## config.mk

```make
export PLATFORM = sky130hd
export DESIGN_NAME = radix_2_div_seq_flat
export DESIGN_NICKNAME = d
export VERILOG_FILES = /design/src/rtl/radix_2_div_pkg.sv /design/src/rtl/radix_2_div_seq_if.sv /design/src/rtl/radix_2_div_step.sv /design/src/rtl/radix_2_div_seq.sv /design/src/flat_wrapper.sv
export SDC_FILE = /design/constraint.sdc
export NUM_CORES = 1
export LEC_CHECK = 0
export BUFFER_PORTS_ARGS = -buffer_cell sky130_fd_sc_hd__buf_2
export CAP_MARGIN = 20
export CORE_AREA = 2 2 68 70
export CTS_CLUSTER_SIZE = 40
export DETAILED_ROUTE_END_ITERATION = 10
export DIE_AREA = 0 0 70 72
export PLACE_DENSITY = 0.8
export RECOVER_POWER = 100
export SLEW_MARGIN = 20
export SYNTH_ARGS = -nofsm -noshare
export SYNTH_HDL_FRONTEND = slang
export SYNTH_SLANG_ARGS = --single-unit
```

## constraint.sdc

```tcl
create_clock -name clock -period 2.25 [get_ports clock]
set_clock_uncertainty 0.2 [all_clocks]
set_input_delay 0.45 -clock clock [delete_from_list [all_inputs] [get_ports clock]]
set_output_delay 0.45 -clock clock [all_outputs]
set_load 0.05 [all_outputs]
```

## src/rtl/radix_2_div_pkg.sv

```systemverilog
// rtl/radix_2_div_pkg.sv - shared types and constants for the radix-2 sequential divider
package radix_2_div_pkg;

  typedef enum logic [1:0] {
    IDLE = 2'd0,
    CALC = 2'd1,
    FIX  = 2'd2,
    DONE = 2'd3
  } div_state_e;

  // Width of an iteration counter that must hold the value dsize itself.
  function automatic int cnt_width(input int dsize);
    return $clog2(dsize + 1);
  endfunction

  // Quotient reported on divide-by-zero; sliced down to the dividend width.
  localparam logic [63:0] DIV_ZERO_QUOT = '1;

endpackage

```

## src/rtl/radix_2_div_seq_if.sv

```systemverilog
// rtl/radix_2_div_seq_if.sv - operand/result handshake bundle for the radix-2 divider
interface radix_2_div_seq_if #(
  parameter int DSIZE = 8,
  parameter int VSIZE = 8
);
  logic             in_valid;
  logic             in_ready;
  logic [DSIZE-1:0] dividend;
  logic [VSIZE-1:0] divisor;
  logic             out_valid;
  logic             out_ready;
  logic [DSIZE-1:0] quotient;
  logic [VSIZE-1:0] remainder;
  logic             div_zero;
  logic             ovf;

  modport master (
    output in_valid, dividend, divisor, out_ready,
    input  in_ready, out_valid, quotient, remainder, div_zero, ovf
  );

  modport slave (
    input  in_valid, dividend, divisor, out_ready,
    output in_ready, out_valid, quotient, remainder, div_zero, ovf
  );
endinterface

```

## src/rtl/radix_2_div_step.sv

```systemverilog
// rtl/radix_2_div_step.sv - one combinational restoring-division iteration
module radix_2_div_step #(
  parameter int VSIZE = 8
) (
  input  logic [VSIZE-1:0] rem_i,
  input  logic             bit_i,
  input  logic [VSIZE-1:0] div_i,
  output logic [VSIZE-1:0] rem_o,
  output logic             q_o
);

  // The shifted partial remainder needs VSIZE+1 bits; once the trial
  // subtract succeeds the difference is below the divisor, so its low
  // VSIZE bits are exact and the result always fits back into VSIZE bits.
  logic [VSIZE:0]   shifted;
  logic [VSIZE-1:0] diff;

  // Shift in the next dividend bit, trial-subtract, keep or restore.
  always_comb begin
    shifted = {rem_i, bit_i};
    q_o     = (shifted >= {1'b0, div_i});
    diff    = shifted[VSIZE-1:0] - div_i;
    rem_o   = q_o ? diff : shifted[VSIZE-1:0];
  end

endmodule

```

## src/rtl/radix_2_div_seq.sv

```systemverilog
// rtl/radix_2_div_seq.sv - iterative radix-2 restoring integer divider with valid/ready handshake
module radix_2_div_seq
  import radix_2_div_pkg::*;
#(
  parameter int DSIZE  = 8,
  parameter int VSIZE  = 8,
  parameter bit SIGNED = 1'b0
) (
  input  logic             clock,
  input  logic             rst,
  radix_2_div_seq_if.slave bus
);

  localparam int CW = cnt_width(DSIZE);

  div_state_e       state_q, state_d;
  logic [CW-1:0]    cnt_q, cnt_d;
  // quo_q starts as the dividend magnitude and is shifted out MSB first
  // while quotient bits shift in at the LSB, so one register serves both.
  logic [DSIZE-1:0] quo_q;
  logic [VSIZE-1:0] rem_q;
  logic [VSIZE-1:0] dvs_q;
  logic             q_neg_q, r_neg_q;
  logic             dz_q, ovf_q;

  logic             accept;
  logic             dvd_neg, dvs_neg, dvs_zero, is_ovf;
  logic [DSIZE-1:0] dvd_mag;
  logic [VSIZE-1:0] dvs_mag;
  logic [VSIZE-1:0] step_rem;
  logic             step_q;

  // Operand decode: signs, magnitudes and the special cases.
  always_comb begin
    accept   = bus.in_valid && (state_q == IDLE);
    dvd_neg  = SIGNED && bus.dividend[DSIZE-1];
    dvs_neg  = SIGNED && bus.divisor[VSIZE-1];
    dvd_mag  = dvd_neg ? -bus.dividend : bus.dividend;
    dvs_mag  = dvs_neg ? -bus.divisor : bus.divisor;
    dvs_zero = (bus.divisor == '0);
    is_ovf   = SIGNED && (bus.dividend == {1'b1, {(DSIZE-1){1'b0}}})
                      && (bus.divisor == '1);
  end

  radix_2_div_step #(.VSIZE(VSIZE)) u_step (
    .rem_i (rem_q),
    .bit_i (quo_q[DSIZE-1]),
    .div_i (dvs_q),
    .rem_o (step_rem),
    .q_o   (step_q)
  );

  // State register; reset abandons any operation in flight.
  always_ff @(posedge clock or posedge rst) begin
    if (rst) state_q <= IDLE;
    else     state_q <= state_d;
  end

  // Next-state logic.
  always_comb begin
    state_d = state_q;
    cnt_d   = cnt_q - CW'(1);
    case (state_q)
      IDLE: if (bus.in_valid) state_d = dvs_zero ? DONE : CALC;
      CALC: if (cnt_d == '0) state_d = FIX;
      FIX:  state_d = DONE;
      DONE: if (bus.out_ready) state_d = IDLE;
      default: state_d = IDLE;
    endcase
  end

  // Datapath: load on accept, iterate in CALC, apply signs in FIX.
  always_ff @(posedge clock or posedge rst) begin
    if (rst) begin
      cnt_q   <= '0;
      quo_q   <= '0;
      rem_q   <= '0;
      dvs_q   <= '0;
      q_neg_q <= 1'b0;
      r_neg_q <= 1'b0;
      dz_q    <= 1'b0;
      ovf_q   <= 1'b0;
    end else begin
      case (state_q)
        IDLE: if (accept) begin
          cnt_q   <= CW'(DSIZE);
          dvs_q   <= dvs_mag;
          q_neg_q <= dvd_neg ^ dvs_neg;
          r_neg_q <= dvd_neg;
          dz_q    <= dvs_zero;
          ovf_q   <= is_ovf;
          if (dvs_zero) begin
            quo_q <= DIV_ZERO_QUOT[DSIZE-1:0];
            rem_q <= bus.dividend[VSIZE-1:0];
          end else begin
            quo_q <= dvd_mag;
            rem_q <= '0;
          end
        end
        CALC: begin
          quo_q <= {quo_q[DSIZE-2:0], step_q};
          rem_q <= step_rem;
          cnt_q <= cnt_d;
        end
        FIX: begin
          if (q_neg_q) quo_q <= -quo_q;
          if (r_neg_q) rem_q <= -rem_q;
        end
        default: ;
      endcase
    end
  end

  assign bus.in_ready  = (state_q == IDLE);
  assign bus.out_valid = (state_q == DONE);
  assign bus.quotient  = quo_q;
  assign bus.remainder = rem_q;
  assign bus.div_zero  = dz_q;
  assign bus.ovf       = ovf_q;

endmodule

```

## src/flat_wrapper.sv

```systemverilog
// flat-port wrapper written by rule: the top's interface ports become plain ports
module radix_2_div_seq_flat import radix_2_div_pkg::*;
#(
  parameter int DSIZE  = 8,
  parameter int VSIZE  = 8,
  parameter bit SIGNED = 1'b0
)
  (clock, rst, bus_in_valid, bus_dividend, bus_divisor, bus_out_ready, bus_in_ready, bus_out_valid, bus_quotient, bus_remainder, bus_div_zero, bus_ovf);
  radix_2_div_seq_if #(.DSIZE(DSIZE), .VSIZE(VSIZE)) bus_i ();
  input  logic clock;
  input  logic rst;
  input wire logic [$bits(bus_i.in_valid)-1:0] bus_in_valid;
  input wire logic [$bits(bus_i.dividend)-1:0] bus_dividend;
  input wire logic [$bits(bus_i.divisor)-1:0] bus_divisor;
  input wire logic [$bits(bus_i.out_ready)-1:0] bus_out_ready;
  output wire logic [$bits(bus_i.in_ready)-1:0] bus_in_ready;
  output wire logic [$bits(bus_i.out_valid)-1:0] bus_out_valid;
  output wire logic [$bits(bus_i.quotient)-1:0] bus_quotient;
  output wire logic [$bits(bus_i.remainder)-1:0] bus_remainder;
  output wire logic [$bits(bus_i.div_zero)-1:0] bus_div_zero;
  output wire logic [$bits(bus_i.ovf)-1:0] bus_ovf;
  assign bus_i.in_valid = bus_in_valid;
  assign bus_i.dividend = bus_dividend;
  assign bus_i.divisor = bus_divisor;
  assign bus_i.out_ready = bus_out_ready;
  assign bus_in_ready = bus_i.in_ready;
  assign bus_out_valid = bus_i.out_valid;
  assign bus_quotient = bus_i.quotient;
  assign bus_remainder = bus_i.remainder;
  assign bus_div_zero = bus_i.div_zero;
  assign bus_ovf = bus_i.ovf;
  radix_2_div_seq #(.DSIZE(DSIZE), .VSIZE(VSIZE), .SIGNED(SIGNED)) u_core (.clock(clock), .rst(rst), .bus(bus_i));
endmodule
```

# ---- Word-level counts from Yosys, hierarchy flattened
# Cells that the tools add are included.
dict set report totals {
  wordCells 41
  input_bits 20
  reg_bits 31
}
dict set report classes {
  addsub 2
  n_bitwise 1
  magnitude_cmp 1
  n_reduce_logical 10
  mux 14
  eq_ne 7
}
# cell count
set ops {}
lappend ops {{2-to-1 mux 8 bit} 5}
lappend ops {{one-hot mux 8 bit (2 select lines)} 2}
lappend ops {{>= comparator 9 x 8 -> 1 bit} 1}
lappend ops {{logical NOT 8 bit} 1}
lappend ops {{2-to-1 mux 2 bit} 4}
lappend ops {{one-hot mux 2 bit (4 select lines)} 1}
lappend ops {{one-hot mux 4 bit (2 select lines)} 1}
lappend ops {{subtractor 8 bit} 1}
lappend ops {{AND reduction 3 bit} 2}
lappend ops {{equality test 2 bit (second input constant)} 2}
lappend ops {{logical NOT 4 bit} 1}
lappend ops {{2-to-1 mux 4 bit} 1}
lappend ops {{!= test 2 x 1 -> 1 bit (second input constant)} 2}
lappend ops {{!= test 2 bit (second input constant)} 2}
lappend ops {{AND reduction 2 bit} 2}
lappend ops {{subtractor 4 x 1 -> 4 bit (second input constant)} 1}
lappend ops {{nonzero test 3 bit} 1}
lappend ops {{equality test 2 x 1 -> 1 bit (second input constant)} 1}
lappend ops {{logical NOT 2 bit} 1}
lappend ops {{nonzero test 2 bit} 1}
lappend ops {{logical AND 1 bit} 1}
lappend ops {{inverter 1 bit} 1}

# ---- Longest topological paths before layout
dict set report logic_depth {
  depth_word 4
  ltp_mapped 9
  ltp_nobuf 9
}

# ---- Cells and area by module
# From an unflattened synthesis, not the netlist that was laid out.
dict set report unflattened {
  cells_unflattened 228
  hier_area_um2 2132.0
}
# mod seq_area_each_um2 n_inst area_each_um2 cells_per_inst
set modules_own_cells {}
lappend modules_own_cells {radix_2_div_seq 775.7 1 1611.5 159}
lappend modules_own_cells {radix_2_div_step 0.0 1 520.5 69}

# ---- Least setup slack after synthesis
# No wires, ideal clock.
dict set report synth_timing {
  path_kind {reg-to-reg}
  start {reg u_core.rem_q[5] (netlist: u_core.bus.remainder[5])}
  end {reg u_core.rem_q[6] (netlist: u_core.bus.remainder[6])}
  slack_ps -242
  setup_ps 153
  t_arrival_ps 2139
  stages_incl_launch_ff 8
  period_less_slack_ps 2492
  n_path_buf 1
  required_ps 1897
  cell_sequence {dfrtp_1 -> ha_1 -> a21oi_1 -> o221ai_1 -> a21oi_1 -> buf_4 -> mux2i_1 -> a31oi_1}
}
dict set report synth_via {
  elab_chain_cells 3
  elab_cells_between_ends 4
}
# item line_no
set synth_rtl {}
lappend synth_rtl {{from (decl)} radix_2_div_seq.sv:21} ;# logic [VSIZE-1:0] rem_q;
lappend synth_rtl {{from (signal assigned)} radix_2_div_seq.sv:94} ;# rem_q <= bus.dividend[VSIZE-1:0];
lappend synth_rtl {{from (signal assigned)} radix_2_div_seq.sv:102} ;# rem_q <= step_rem;
lappend synth_rtl {{from (signal assigned)} radix_2_div_seq.sv:107} ;# if (r_neg_q) rem_q <= -rem_q;
lappend synth_rtl {{subtractor 8 bit / >= comparator 9 x 8 -> 1 bit (equally long branches)} {radix_2_div_step.sv:22, radix_2_div_step.sv:21}}
lappend synth_rtl {{2-to-1 mux 8 bit *} radix_2_div_step.sv:23} ;# rem_o = q_o ? diff : shifted[VSIZE-1:0];
lappend synth_rtl {{one-hot mux 8 bit (2 select lines) *} radix_2_div_seq.sv:84} ;# case (state_q)
# Every way passes the cells marked *; elsewhere a longest branch is shown, timed or not.
# A chain may end at the register's enable or synchronous reset.

# ---- Worst setup path in the final report
dict set report layout_timing {
  start {reg u_core.quo_q[7] (netlist: u_core.bus.quotient[7])}
  end {reg u_core.rem_q[6] (netlist: u_core.bus.remainder[6])}
}
dict set report layout_via {
  elab_chain_cells 3
  elab_cells_between_ends 4
}
# item line_no
set layout_rtl {}
lappend layout_rtl {{from (decl)} radix_2_div_seq.sv:20} ;# logic [DSIZE-1:0] quo_q;
lappend layout_rtl {{from (signal assigned)} radix_2_div_seq.sv:93} ;# quo_q <= DIV_ZERO_QUOT[DSIZE-1:0];
lappend layout_rtl {{from (signal assigned)} radix_2_div_seq.sv:96} ;# quo_q <= dvd_mag;
lappend layout_rtl {{from (signal assigned)} radix_2_div_seq.sv:101} ;# quo_q <= {quo_q[DSIZE-2:0], step_q};
lappend layout_rtl {{subtractor 8 bit / >= comparator 9 x 8 -> 1 bit (equally long branches)} {radix_2_div_step.sv:22, radix_2_div_step.sv:21}}
lappend layout_rtl {{2-to-1 mux 8 bit *} radix_2_div_step.sv:23}
lappend layout_rtl {{one-hot mux 8 bit (2 select lines) *} radix_2_div_seq.sv:84}
# Marked as above.

==> impl_metrics.env <==
export IMPL_worstPathRequired_ns=2.25
export IMPL_layout_common_cells="o21ai_0, dfrtp_1, buf_2"
export IMPL_tightest_slew_ns=0.802
export IMPL_hold_buffers=0
export IMPL_grt_pass1_wl_mm=8.14
export IMPL_cts_buffer_depth=2
export IMPL_status="finished, final reports clean"
export IMPL_die_area_um2=5040
export IMPL_yosys_warnings=0
export IMPL_cts_buffers=5
export IMPL_vias=1856
export IMPL_drt_pass1_iterations=5
export IMPL_postSynthAreaPerCell_um2=8.98
export IMPL_placed_area_um2=2360
export IMPL_routed_via_density=5.68
export IMPL_synth_nets=265
export IMPL_cts_max_level=2
export IMPL_crit_slowest_cell="fa_1"
export IMPL_layout_commonest_cell="o21ai_0"
export IMPL_drc=0
export IMPL_ys_seq_elements=31
export IMPL_multi_input_comb_area_um2=1190
export IMPL_hold_class="input port to async pin"
export IMPL_register_area_um2=783
export IMPL_grt_max_degree=32
export IMPL_root_buffer="clkbuf_8"
export IMPL_die_x_um=70
export IMPL_clock_fmax_mhz=449
export IMPL_cts_sinks=31
export IMPL_cpPeakStageDelay_ns=0.41
export IMPL_setup_violations=0
export IMPL_yosysSeqAreaShare=0.376
export IMPL_critPathCaptureType="flip-flop"
export IMPL_critical_path_startpoint_type="flip-flop"
export IMPL_insertion_delay_ns=0.28
export IMPL_drive_gt1_frac=0.276
export IMPL_drt_iter0_markers=84
export IMPL_max_slew_margin_rel=0.466
export IMPL_period_needed_ns=2.23
export IMPL_period_share=0.990
export IMPL_r2r_cells=9
export IMPL_num_rows=24
export IMPL_clkTransAtPathRegs_ns=0.07
export IMPL_final_nets=309
export IMPL_critPathKind="flip-flop to flip-flop"
export IMPL_antennaDiodeCount=0
export IMPL_synth_cell_types=42
export IMPL_finalHoldViolCount=0
export IMPL_coreArea_um2=4260
export IMPL_regToRegSetupSlack_ns=0.02
export IMPL_tritoncts="yes"
export IMPL_die_h_um=72
export IMPL_crit_arrival_ns=2.23
export IMPL_dp_hpwl_mm=3.65
export IMPL_path_cells="inv_1, ha_1, fa_1, nor2b_2, o31a_1, a21oi_1, xnor2_1, mux2i_1, a31oi_1"
export IMPL_ant_nets=0
export IMPL_rsz0062_at_grt="true"
export IMPL_cp_max_fo=3
export IMPL_synthCells=230
export IMPL_grt_overflow=0
export IMPL_routed_wl_mm=4.80
export IMPL_io_pins=40
export IMPL_drv_cap=0
export IMPL_timing_rr_end="u_core.bus.remainder[6]"
export IMPL_avgRoutedWirePerCell_um=14.7
export IMPL_track_usage=0.202
export IMPL_area_growth_synth_to_final_pct=18.9
export IMPL_reg2reg_from="u_core.bus.quotient[7]"
export IMPL_synthesis_area_um2=2070
export IMPL_final_area_um2=2460
export IMPL_postCtsSetupRepairBufs=0
export IMPL_start_util=0.484
export IMPL_filler_cell_count=394
export IMPL_slew_violations=0
export IMPL_grt_pass1_vias=1729
export IMPL_gp_congestion=0.814
export IMPL_portBuffers=38
export IMPL_antenna_found_initial=0
## how the worst max path moves through the flow
stage | from | end | slack, ns | cells past startpoint
finish | u_core.bus.quotient[7] | u_core.bus.remainder[6] | 0.02 | 9
CTS | u_core.bus.quotient[7] | u_core.bus.remainder[6] | 0.0002 | 9
global route | u_core.bus.quotient[7] | u_core.bus.remainder[6] | -0.12 | 9
floorplan | u_core.bus.remainder[5] | u_core.bus.remainder[6] | 0.0009 | 7
detailed placement | u_core.bus.quotient[7] | u_core.bus.remainder[6] | 0.03 | 9
global placement | u_core.bus.quotient[7] | u_core.bus.remainder[6] | 0.06 | 9
## cell usage after synthesis (all sizes together)
cell     number  area share
nand4b        1      0.0042
o211ai        1      0.0036
and3          1      0.0036
nor3          4      0.0097
a211oi        2      0.0097
a21oi        18       0.044
inv          18       0.033
clkbuf        6       0.011
o21a          2      0.0073
o21ai        31       0.075
o311ai        1      0.0042
or4           2       0.011
or3           8       0.028
nand2b        3      0.0091
nor2         16       0.033
a31oi         4       0.019
buf           4       0.016
nand4bb       1      0.0055
nand4         1      0.0030
xnor2         3       0.013
fa            1      0.0097
ha           14       0.085
a22oi         5       0.018
a22o          1      0.0042
a32o          1      0.0048
a21o          2      0.0073
nand2        20       0.036
nor2b         5       0.015
o2111ai       1      0.0042
dfrtp        31        0.38
o221ai        1      0.0042
and4          1      0.0042
mux2i         2      0.0097
nand3         4      0.0097
mux2         10       0.055
o31a          3       0.013
conb          1      0.0018
## what timing repair did
item	in CTS	in global routing
setup endpoints to repair	0	10
hold endpoints to repair	0	0
gates resized for setup	0	5
## through the flow
step	util	setup slack [ns]	hold WS [ns]	instances	TNS, ns
2_1_floorplan	-	0.000852	0.279	230	0
3_3_place_gp	0.553	0.0619	0.282	319	0
3_5_place_dp	0.553	0.0272	0.293	319	0
4_1_cts	0.577	0.000161	0.0480	327	0
5_1_grt	0.576	-0.123	0.217	327	-0.123
6_report	0.576	0.0225	0.189	327	0
## cells by family (layout without fill, tap and decap cells)
| logic type | Yosys count | count (layout) | synth area share |
|---|---|---|---|
| and+or+nand+nor | 67 | 67 | 0.173 |
| xor gates and xnor gates | 3 | 3 | 0.0127 |
| other | 1 | 1 | 0.00182 |
| DFF | 31 | 31 | 0.376 |
| AOI/OAI and AO/OA | 73 | 73 | 0.219 |
| muxes | 12 | 12 | 0.0642 |
| buffers and inverters | 28 | 73 | 0.0600 |
| adders and majority gates | 15 | 15 | 0.0945 |
## registers in the layout, indices dropped and copies added (netlist names)
name / flops
u_core.state_q: 2
u_core.cnt_q: 4
u_core.dvs_q: 8
u_core.bus.div_zero: 1
u_core.bus.remainder: 8
u_core.bus.quotient: 8
## critical path: cells and delay by family, from the launching register on
kind                     cells  cell delay [ns]
buffers and inverters        1             0.06
AO/OA/AOI/OAI                3             0.47
XOR/XNOR                     1             0.16
flip-flops                   1             0.36
multiplexers                 1             0.11
adder cells (fa/ha/maj)      2             0.63
AND/OR/NAND/NOR              1             0.16
## routing by layer
metal  wire [um]  vias to the layer above  track usage
met4          65                        0       0.0705
met1        2140                      885        0.273
met2        2300                       54        0.326
li1            -                      910            -
met3         287                        7       0.0417
met5           0                        -            0
## layout make-up
type                       count  area share
clock buffer                   8      0.0408
timing repair buffer          47       0.102
multi-input combinational    171       0.484
inverter                      18      0.0275
sequential                    31       0.319
tap                           52      0.0265
Power is left out: the tool's default activity adds up to more than one toggle a clock period on the data nets, which glitch-free logic cannot reach.
